--- config.mk ---
export PLATFORM = sky130hd
export DESIGN_NAME = ram_loader
export DESIGN_NICKNAME = d
export VERILOG_FILES = /design/src/rtl/ram_loader.sv
export SDC_FILE = /design/constraint.sdc
export NUM_CORES = 1
export LEC_CHECK = 0
export CAP_MARGIN = 20
export CORE_MARGIN = 5
export CORE_UTILIZATION = 45
export CTS_CLUSTER_SIZE = 14
export DETAILED_ROUTE_END_ITERATION = 7
export PLACE_DENSITY = 0.75
export SLEW_MARGIN = 20
export SYNTH_ARGS = -nofsm -noshare
export SYNTH_HDL_FRONTEND = slang
export SYNTH_SLANG_ARGS = --single-unit
--- constraint.sdc ---
create_clock -name clk -period 1.8 [get_ports clk]
set_input_delay 0.36 -clock clk [delete_from_list [all_inputs] [get_ports clk]]
set_output_delay 0.36 -clock clk [all_outputs]
set_load 0.01 [all_outputs]
--- src/rtl/ram_loader.sv ---
// ram_loader: loads a program from an asynchronous host byte port into RAM.
// While a session is running the CPU is held off the bus. Each host strobe
// produces one RAM write followed by a one-cycle ack. A strobe that arrives
// while a write is still in flight is dropped and latches the sticky err flag.
module ram_loader #(
    parameter int RAM_BYTES = 16,
    parameter int ADDR_W    = 4      // RAM_BYTES must not exceed 2**ADDR_W
) (
    input  logic              clk,
    input  logic              rst,
    input  logic              load_req,
    input  logic              in_strobe,
    input  logic [7:0]        in_data,
    output logic              cpu_hold,
    output logic [ADDR_W-1:0] mem_addr,
    output logic [7:0]        mem_data,
    output logic              mem_we,
    output logic              ack,
    output logic              done,
    output logic              err
);

    typedef enum logic [2:0] {
        IDLE,
        WAIT_BYTE,
        WRITE,
        ACK,
        DONE
    } state_t;

    localparam logic [ADDR_W-1:0] LAST_ADDR = ADDR_W'(RAM_BYTES - 1);

    state_t            state;
    state_t            state_next;
    logic [2:0]        load_sync;
    logic [2:0]        strobe_sync;
    logic [1:0]        warm_cnt;
    logic              armed;
    logic [ADDR_W-1:0] addr_cnt;
    logic [7:0]        data_reg;
    logic              done_reg;
    logic              err_reg;

    // Bit 1 is the synchronized level; bit 2 is the delayed copy used for edges.
    logic load_level;
    logic load_start;
    logic strobe_rise;
    logic at_last;

    assign load_level  = load_sync[1];
    assign load_start  = load_sync[1] & ~load_sync[2] & armed;
    assign strobe_rise = strobe_sync[1] & ~strobe_sync[2];
    assign at_last     = (addr_cnt == LAST_ADDR);

    // Two-flop synchronizers plus a third flop for edge detection on both host pins.
    always_ff @(posedge clk) begin
        if (rst) begin
            load_sync   <= 3'b000;
            strobe_sync <= 3'b000;
        end else begin
            load_sync   <= {load_sync[1:0], load_req};
            strobe_sync <= {strobe_sync[1:0], in_strobe};
        end
    end

    // Arm session starts only after load_req has been seen low following reset,
    // so a request held high across reset release cannot start a session.
    always_ff @(posedge clk) begin
        if (rst) begin
            warm_cnt <= 2'd0;
            armed    <= 1'b0;
        end else begin
            if (warm_cnt != 2'd3) begin
                warm_cnt <= warm_cnt + 2'd1;
            end
            if (warm_cnt == 2'd3 && !load_level) begin
                armed <= 1'b1;
            end
        end
    end

    // FSM state register.
    always_ff @(posedge clk) begin
        if (rst) begin
            state <= IDLE;
        end else begin
            state <= state_next;
        end
    end

    // FSM next-state logic; an abort in WRITE/ACK is deferred until ACK finishes.
    always_comb begin
        state_next = state;
        unique case (state)
            IDLE: begin
                if (load_start) begin
                    state_next = WAIT_BYTE;
                end
            end
            WAIT_BYTE: begin
                if (!load_level) begin
                    state_next = IDLE;
                end else if (strobe_rise) begin
                    state_next = WRITE;
                end
            end
            WRITE: begin
                state_next = ACK;
            end
            ACK: begin
                if (at_last) begin
                    state_next = DONE;
                end else if (!load_level) begin
                    state_next = IDLE;
                end else begin
                    state_next = WAIT_BYTE;
                end
            end
            DONE: begin
                if (!load_level) begin
                    state_next = IDLE;
                end
            end
            default: state_next = IDLE;
        endcase
    end

    // Address counter, captured byte, and the done/err status flags.
    always_ff @(posedge clk) begin
        if (rst) begin
            addr_cnt <= '0;
            data_reg <= 8'h00;
            done_reg <= 1'b0;
            err_reg  <= 1'b0;
        end else begin
            unique case (state)
                IDLE: begin
                    if (load_start) begin
                        addr_cnt <= '0;
                        done_reg <= 1'b0;
                        err_reg  <= 1'b0;
                    end
                end
                WAIT_BYTE: begin
                    if (load_level && strobe_rise) begin
                        data_reg <= in_data;
                    end
                end
                WRITE: begin
                    if (strobe_rise) begin
                        err_reg <= 1'b1;
                    end
                end
                ACK: begin
                    if (strobe_rise) begin
                        err_reg <= 1'b1;
                    end
                    if (at_last) begin
                        done_reg <= 1'b1;
                    end else if (load_level) begin
                        addr_cnt <= addr_cnt + 1'b1;
                    end
                end
                default: begin
                end
            endcase
        end
    end

    // FSM outputs decoded from the current state and datapath registers.
    always_comb begin
        cpu_hold = (state != IDLE);
        mem_we   = (state == WRITE);
        ack      = (state == ACK);
        mem_addr = addr_cnt;
        mem_data = data_reg;
        done     = done_reg;
        err      = err_reg;
    end

endmodule

### Yosys cells after proc, flatten, opt, wreduce, memory -nomap -nowiden

Index checks and enable logic that the tools add are counted.

* register bits: 26
* bits in latches: 0
* memory bits (writable): 0
* memory bits (read-only): 0
* input port bits: 12
* output and inout port bits: 17
* logic and storage cells: 59
* memories kept: 0

* $add $sub $neg: 2
* multipliers: 0
* divide/modulo/power cells: 0
* $lt $le $gt $ge: 0
* eq/ne operators: 14
* shift operators: 0
* mux-type cells: 16
* bitwise logic cells: 5
* reduce and logical (&&, ||, !) cells: 13

Operator list (number)
* 3-bit 2-to-1 mux: 5
* 3-bit one-hot mux with 5 select lines: 1
* 4-bit 2-to-1 mux: 3
* 3-bit AND reduction: 3
* 2-bit inequality test (second input constant): 4
* 4-bit one-hot mux with 2 select lines: 1
* 3-bit by 2-bit equality test with 1-bit output (second input constant): 2
* 2-bit by 1-bit inequality test with 1-bit output (second input constant): 3
* 4-bit by 1-bit adder with 4-bit output (second input constant): 1
* 4-bit equality test (second input constant): 1
* 1-bit 2-to-1 mux: 4
* 1-bit one-hot mux with 2 select lines: 2
* 4-bit AND reduction: 1
* 2-bit nonzero test: 2
* 1-bit bitwise AND: 3
* 3-bit by 1-bit equality test with 1-bit output (second input constant): 1
* 3-bit equality test (second input constant): 1
* 3-bit zero test: 1
* 3-bit inequality test (second input constant): 1
* 3-bit nonzero test: 1
* 2-bit by 1-bit adder with 2-bit output (second input constant): 1
* 2-bit equality test (second input constant): 1
* 1-bit logical AND: 2
* 1-bit NOT: 2
* other kinds (3): 3

### Longest topological paths before layout

* depth after elaboration: 5
* gate-level depth with buffers: 6
* mapped depth without buffers: 5

### Worst setup path before layout

OpenSTA, ideal clock, no wires.

* kind: reg-to-reg
* from: register addr_cnt[0] (netlist: mem_addr[0])
* to: register addr_cnt[3] (netlist: mem_addr[3])
* library setup time: 0.130 ns
* data arrival time: 1.275 ns
* required time: 1.670 ns
* slack: 0.396 ns
* cell stages (with the launch flop): 6
* path buffers: 0
* period minus slack after synthesis: 1.404 ns
* cell sequence: dfxtp_1 > ha_1 > nand3_1 > or3b_1 > xor2_1 > nor3_2

* cells in the longest elaborated chain, start to end: 4
* elaborated cells between the ends (all ways): 7
* those cells by class: 1 x add/sub; 2 x eq/ne; 3 x mux; 1 x reduce/logical

RTL lines
* from (decl): RTL line 39 `logic [ADDR_W-1:0] addr_cnt;`
* from (signal assigned): RTL line 161 `addr_cnt <= addr_cnt + 1'b1;`
* 4-bit by 1-bit adder with 4-bit output: RTL line 161
* 4-bit 2-to-1 mux: RTL line 160 `end else if (load_level) begin`
* 4-bit 2-to-1 mux: RTL line 158 `if (at_last) begin`
* 4-bit one-hot mux with 2 select lines: RTL line 136 `unique case (state)`

Several ways; a longest one is shown, not always the timed one. The select of a mux whose other input is x is not followed.
A chain may end at the register's enable or synchronous reset.

### Worst setup path in the final report

* from: register state[0]
* to: output port cpu_hold

* cells in the longest elaborated chain, start to end: 1

RTL lines
* from (decl): RTL line 33 `state_t state;`
* from (signal assigned): RTL line 87 `state <= state_next;`
* 3-bit nonzero test: RTL line 172 `cpu_hold = (state != IDLE);`
* to (decl): RTL line 14 `output logic cpu_hold,`

No other way between the ends.

==> run_results.csv <==
group,metric,value,unit
yosys,avgSynthCellArea,9.38,um2
critical_path,r2r-end,"mem_addr[3]",
timing,fin_worst_skew,0.00574,ns
grt,grt_use_total,0.143,
timing,slew_violations,0,
route,firstDrtPassIters,4,
power,power_leakage,0.620,nW
yosys,ys_types,31,
layout,layout.nets,159,
cts,tritoncts,"yes",
cts,clkTransAtPathRegs,0.14,ns
power,p_per_area,686,mW/mm2
critical_path,ff2ff_path_depth,5,
cts,cts.sinks,26,
grt,grt.busiest_layer,"met2",
route,drt_iter0_drc,14,
grt,use_met3,0.0395,
power,p_int,0.766,mW
critical_path,required,1.44,ns
yosys,synth_area,0.00106,mm2
power,clkPwrFrac,0.299,
timing,slew-limit-headroom,0.757,
route,via_count,895,
floorplanning,fp.dieW,58.5,um
yosys,synthArstFlopShare,0,
power,power,0.982,mW
grt,grt_use_met1,0.158,
power,p_seq_frac,0.616,
critical_path,path_max_fanout,3,
critical_path,path_class,"reg2out",
cts,cts_setup_buffers,0,
layout,stdcell_area,0.00143,mm2
power,p_switching,0.217,mW
route,wl_per_cell,12.5,um
worst_hold_path,holdPathEnd,"strobe_sync[1]",
route,ant_nets,0,
critical_path,r2r_setup_slack,0.28,ns
floorplanning,io_pins,29,
layout,area_growth,35.1,%
place,dp_slack,0.243,ns
critical_path,worstPathCellList,"or3_1, dlygate4sd2_1",
yosys,ys_ff_latch,26,
worst_hold_path,worstHoldPathCells,1,
timing,totalNegativeSetupSlack,0,ns
timing,rsz0062_at_grt,"no",
status,status,"complete, no violations",
grt,overflow,0,
grt,antenna_found_initial,0,
timing,tightest_slew,0.364,ns
critical_path,slowest_delay,0.39,ns
critical_path,worstPathArrival,1.35,ns
place,dpl_cell_area,0.00140,mm2
grt,global_route.usage.met2,0.246,
cts,cts.path.max_buffers,2,
timing,fin_crit_sh,0.952,
layout,layout-drive-gt1-share,0.0903,
grt,grt_pass1_wl,3.77,mm
yosys,synth_fp_nets,127,
timing,setup_ws,0.0872,ns
critical_path,start_kind,"register",
place,placedCellCount,168,
cts,htreeDepth,1,
grt,grt_max_degree,20,
layout,final_cell_mix,"dfxtp_1, clkdlybuf4s50_1, nor2_1",
floorplanning,start_util,0.475,
worst_hold_path,hold_path.class,"reg2reg",
timing,hold_viol_final,0,
floorplanning,die_y,58.5,um
power,irDropWorstVdd,0.450,mV
cts,clock_latency,0.32,ns
route,wl,2.15,mm
grt,grt_pass1_vias,886,
cts,cts_inserted_buffers,3,
worst_hold_path,min_from,"strobe_sync[0]",
critical_path,cpMaxStageDelayCell,"or3_1",
floorplanning,die_area,0.00343,mm2
yosys,synth_edf_count,0,
yosys,ys_seq_area_frac,0.491,
layout,largest_register_ff_count,8,
timing,fmaxAchievable,584,MHz
layout,fillers,195,
route,route.detailed.drc,0,
floorplanning,fp.coreArea,0.00223,mm2
place,place_hpwl,1.66,mm
power,comb_power_share,0.085,
layout,layout.cells.non_filler,172,
yosys,synth_ff_type,"dfxtp_1",
cts,clock-root-buffer,"clkbuf_4",
critical_path,end_kind,"primary output",
power,p_sw_frac,0.220,
place,routabilityCongestion,0.853,
route,vias_per_cell,5.20,
layout,n_antenna_cell,0,
timing,finalCriticalPeriod,1.71,ns
place,portBuffers,28,
critical_path,reg2reg_from,"state[2]",
yosys,synthCells,113,
yosys,yosys_warnings,0,
flow_run,cap_violations,0,
timing,setup_violations,0,
floorplanning,num_rows,17,
==> power groups by stage <==
stage / registers, mW / clock network (mW) / logic [mW]
2_1_floorplan: 0.614 / 0 / 0.0434
3_3_place_gp: 0.615 / 0 / 0.0795
3_5_place_dp: 0.618 / 0 / 0.0843
4_1_cts: 0.605 / 0.301 / 0.0842
5_1_grt: 0.607 / 0.332 / 0.0926
6_report: 0.605 / 0.294 / 0.0834
==> routing by layer <==
layer,part of all wire,up-vias
met5,0,-
met4,0.015,0
met3,0.076,4
met2,0.49,26
met1,0.42,416
li1,-,449
==> synthesized netlist by cell type (2+ instances only) <==
library cell  count  area, um2
nand4b_1          2       17.5
nor2_1           19       71.3
a21oi_1           4       20.0
nor3b_1           2       15.0
inv_1             2       7.51
nor2b_1           8       50.1
dfxtp_1          26        521
ha_1              2       25.0
nand2_1           3       11.3
nor3_1            4       20.0
buf_2             4       20.0
mux2i_1           9       90.1
nand3_1           7       35.0
nand2b_1          2       12.5
xor2_1            2       17.5
clkbuf_1          2       7.51
==> per-stage QoR <==
stage / hold slack [ns] / utilization
3_3_place_gp: 0.418 / 0.626
4_1_cts: 0.461 / 0.641
2_1_floorplan: 0.414 / -
5_1_grt: 0.470 / 0.641
6_report: 0.458 / 0.641
3_5_place_dp: 0.432 / 0.626
==> critical path, delay by kind of cell (launching register included) <==
family	cells	cell delay (ns)
AND/OR/NAND/NOR	1	0.39
buffers and inverters	1	0.30
flip-flops	1	0.35
==> final cells by class <==
cell class	instances	area, um2	area share
flip-flops and latches	26	522	0.365
multi-input cells	79	504	0.352
inverters	2	7.51	0.00524
clock buffers	4	36.3	0.0253
repair buffers	33	327	0.228
well taps	28	35.0	0.0245
==> cell families after synthesis <==
| logic type | after synthesis | share of synthesized area |
|---|---|---|
| multiplexers | 9 | 0.0850 |
| adder cells (fa/ha/maj) | 2 | 0.0236 |
| AND/OR/NAND/NOR | 55 | 0.277 |
| buffers and inverters | 8 | 0.0331 |
| XOR/XNOR | 2 | 0.0165 |
| flip-flops | 26 | 0.491 |
| AO/OA/AOI/OAI | 11 | 0.0732 |
==> how the worst max path moves through the flow <==
stage | start | endpoint | slack (ns) | cells past startpoint
floorplan | mem_addr[0] | mem_addr[3] | 0.40 | 5
global route | state[0] | cpu_hold | 0.02 | 2
CTS | state[0] | cpu_hold | 0.08 | 2
finish | state[0] | cpu_hold | 0.09 | 2
detailed placement | state[0] | ack | 0.24 | 4
global placement | state[0] | ack | 0.26 | 4
==> timing repair <==
item | CTS | global route
hold buffers | 0 | 0
resized for setup | 4 | 0
setup endpoints to repair | 3 | 0
No activity file was read; power rests on OpenSTA's default activity.
==> edit (same settings) <==
Reset style: asynchronous (`rst`), changed in 4 clocked blocks.
--- a/src/rtl/ram_loader.sv
+++ b/src/rtl/ram_loader.sv
@@ -53,7 +53,7 @@
     assign at_last     = (addr_cnt == LAST_ADDR);
 
     // Two-flop synchronizers plus a third flop for edge detection on both host pins.
-    always_ff @(posedge clk) begin
+    always_ff @(posedge clk or posedge rst) begin
         if (rst) begin
             load_sync   <= 3'b000;
             strobe_sync <= 3'b000;
@@ -65,7 +65,7 @@
 
     // Arm session starts only after load_req has been seen low following reset,
     // so a request held high across reset release cannot start a session.
-    always_ff @(posedge clk) begin
+    always_ff @(posedge clk or posedge rst) begin
         if (rst) begin
             warm_cnt <= 2'd0;
             armed    <= 1'b0;
@@ -80,7 +80,7 @@
     end
 
     // FSM state register.
-    always_ff @(posedge clk) begin
+    always_ff @(posedge clk or posedge rst) begin
         if (rst) begin
             state <= IDLE;
         end else begin
@@ -126,7 +126,7 @@
     end
 
     // Address counter, captured byte, and the done/err status flags.
-    always_ff @(posedge clk) begin
+    always_ff @(posedge clk or posedge rst) begin
         if (rst) begin
             addr_cnt <= '0;
             data_reg <= 8'h00;
Check against the original RTL: differs if rst is asserted again (counterexample within 10 cycles, from zero or initial values and one cycle with rst high); with rst held inactive, the same outputs for 10 cycles.
==> edit against the original RTL <==
Final area is 3.0% higher. Sequential cell count stayed put. Worst setup slack better by 6.2 ps. Highest routed layer unchanged. Critical endpoint unchanged. Maximum frequency increased by 0.36%. Area after synthesis increased by 2.7%. Wire length is 2.3% higher. Largest cell class unchanged. Hold slack got worse by 240 ps.
Power is not compared: it rests on default switching activity, and its combinational part moved more than twofold at a synthesized area within 25%.
==> edit: results (changes against the original RTL) <==
Outcome
  – Outcome: finished clean

GRT
  – Largest net degree at the start of global routing: 24 (+20%)
  – GRT Total Usage: 13.4% (-0.83 points)
  – Met2 Use GR: 21.7% (-2.9 points)
  – Met3 usage: 1.96% (-2.0 points)
  – Vias in the first global route: 809 (-8.7%)
  – Met1 usage: 17.8% (+2.0 points)
  – First-pass GRT wire length: 3550 µm (-5.9%)

STA
  – Count of final hold-check violations: 0 (unchanged)
  – Min setup slack post-route: 93.4 ps (+6.20 ps)
  – Final Skew: 3.26 ps (-2.48 ps)
  – Worst-margin pin slew: 392 ps (+28.3 ps)

Detailed routing
  – WL met2: 1190 µm (+13%)
  – Detail Route met3 WL: 79 µm (-52%)
  – Final wirelength: 2200 µm (+2.3%)
  – DRT iter0 DRCs: 14 (unchanged)
  – Vias: 766 (-14%)
  – DRC: 0 (unchanged)

Placed design
  – IO Port Bufs: 28 (unchanged)
  – Post-DP HPWL: 1650 µm (-0.74%)
  – Placer Congestion: 0.714 (-16%)
  – Area after DPL: 0.00143 mm² (+2.0%)
  – Dpl ws: 123 ps (-120 ps)

Setup path
  – Family with the most delay on the worst path: flip-flops
  – Worst EP arrival: 1350 ps (about the same)
  – Slowest CP cell: dfrtp_2
  – Critical Path Max Stage Delay: 440 ps (+50 ps)

Final layout
  – Share of layout cells above drive strength 1: 26.3% (+17 points)
  – Fin area: 0.00147 mm² (+3.0%)
  – N_diodes: 0 (unchanged)
  – Fill cells: 187 (-4.1%)
  – Max reg flops: 8 (unchanged)
  – NumNets Final: 133 (-16%)

CTS
  – H-Tree Depth: 1 (unchanged)
  – CTS buffer count: 3 (unchanged)
  – Worst-skew pair later-pin latency: just over 300 ps

Logic synthesis
  – Synth async-reset ratio: 100% (+100 points)
  – Commonest cells post-synth: dfrtp_1 (26), mux2_2 (10), nand2_1 (5), nand3_1 (5), inv_1 (4)
  – Largest cells by area after synthesis: dfrtp_1 (60%), mux2_2 (10%), nor2b_4 (2.5%)
  – Post-Syn Nets: 95 (-25%)
  – Total of warnings raised by yosys: 0 (unchanged)
  – Sequential fraction of the synthesis area: 59.8% (+11 points)
  – Cell variety after synth: 29 (-6.5%)

Pwr
  – Worst vdd ir: 698 µV
  – Sw Ratio: 29.9%
  – Pleak: roughly 0.00064 µW

Worst hold path
  – Hold WC Path Type: input port to async pin
[edit: power by group through the flow]
stage / Combinational (µW) / Sequential, µW / Clock [µW]
after floorplan: 324 / 852 / 0
after global placement: 733 / 807 / 0
after detailed placement: 743 / 821 / 0
after CTS: 732 / 807 / 295
after global routing: 780 / 835 / 329
final: 730 / 808 / 289
[edit: path summary, 6_finish.rpt]
kind	from	end	cells past startpoint
max	state[2]	cpu_hold	2
min	rst	mem_data[4]	2
max reg2reg	mem_addr[0]	mem_addr[0]	5
min reg2reg	load_sync[0]	load_sync[1]	0
max in group asynchronous	rst	state[2]	3
min in group clk	load_sync[0]	load_sync[1]	0
[edit: cell type report]
type                    count  share of cell area [%]
clock buffers               4                    2.46
well taps                  28                    2.38
flip-flops and latches     26                    44.2
repair buffers             35                    22.2
multi-input cells          49                    27.8
inverters                   4                    1.02
[edit: cell families (layout without fill, tap and decap cells)]
logic type / after synthesis / in the layout / share of synthesized area (%)
multiplexers: 11 / 11 / 11.3
AND/OR/NAND/NOR: 23 / 23 / 14.0
AO/OA/AOI/OAI: 12 / 12 / 8.97
XOR/XNOR: 1 / 1 / 0.805
flip-flops: 26 / 26 / 59.8
adder cells (fa/ha/maj): 2 / 2 / 2.30
buffers and inverters: 6 / 43 / 2.87
[edit: repair_timing]
item	in CTS	in global routing
setup buffers	2	0
endpoints found under the hold margin	0	0
pin swaps	0	0
gates resized for setup	6	4
endpoints found under the setup margin	3	2
[edit: metrics by stage]
| step | cells | total power (µW) | hold WS (ps) |
|---|---|---|---|
| floorplan | 81 | 1180 | 331 |
| global placement | 140 | 1540 | 333 |
| detailed placement | 140 | 1560 | 335 |
| CTS | 146 | 1830 | 217 |
| global route | 146 | 1940 | 204 |
| finish | 146 | 1830 | 214 |
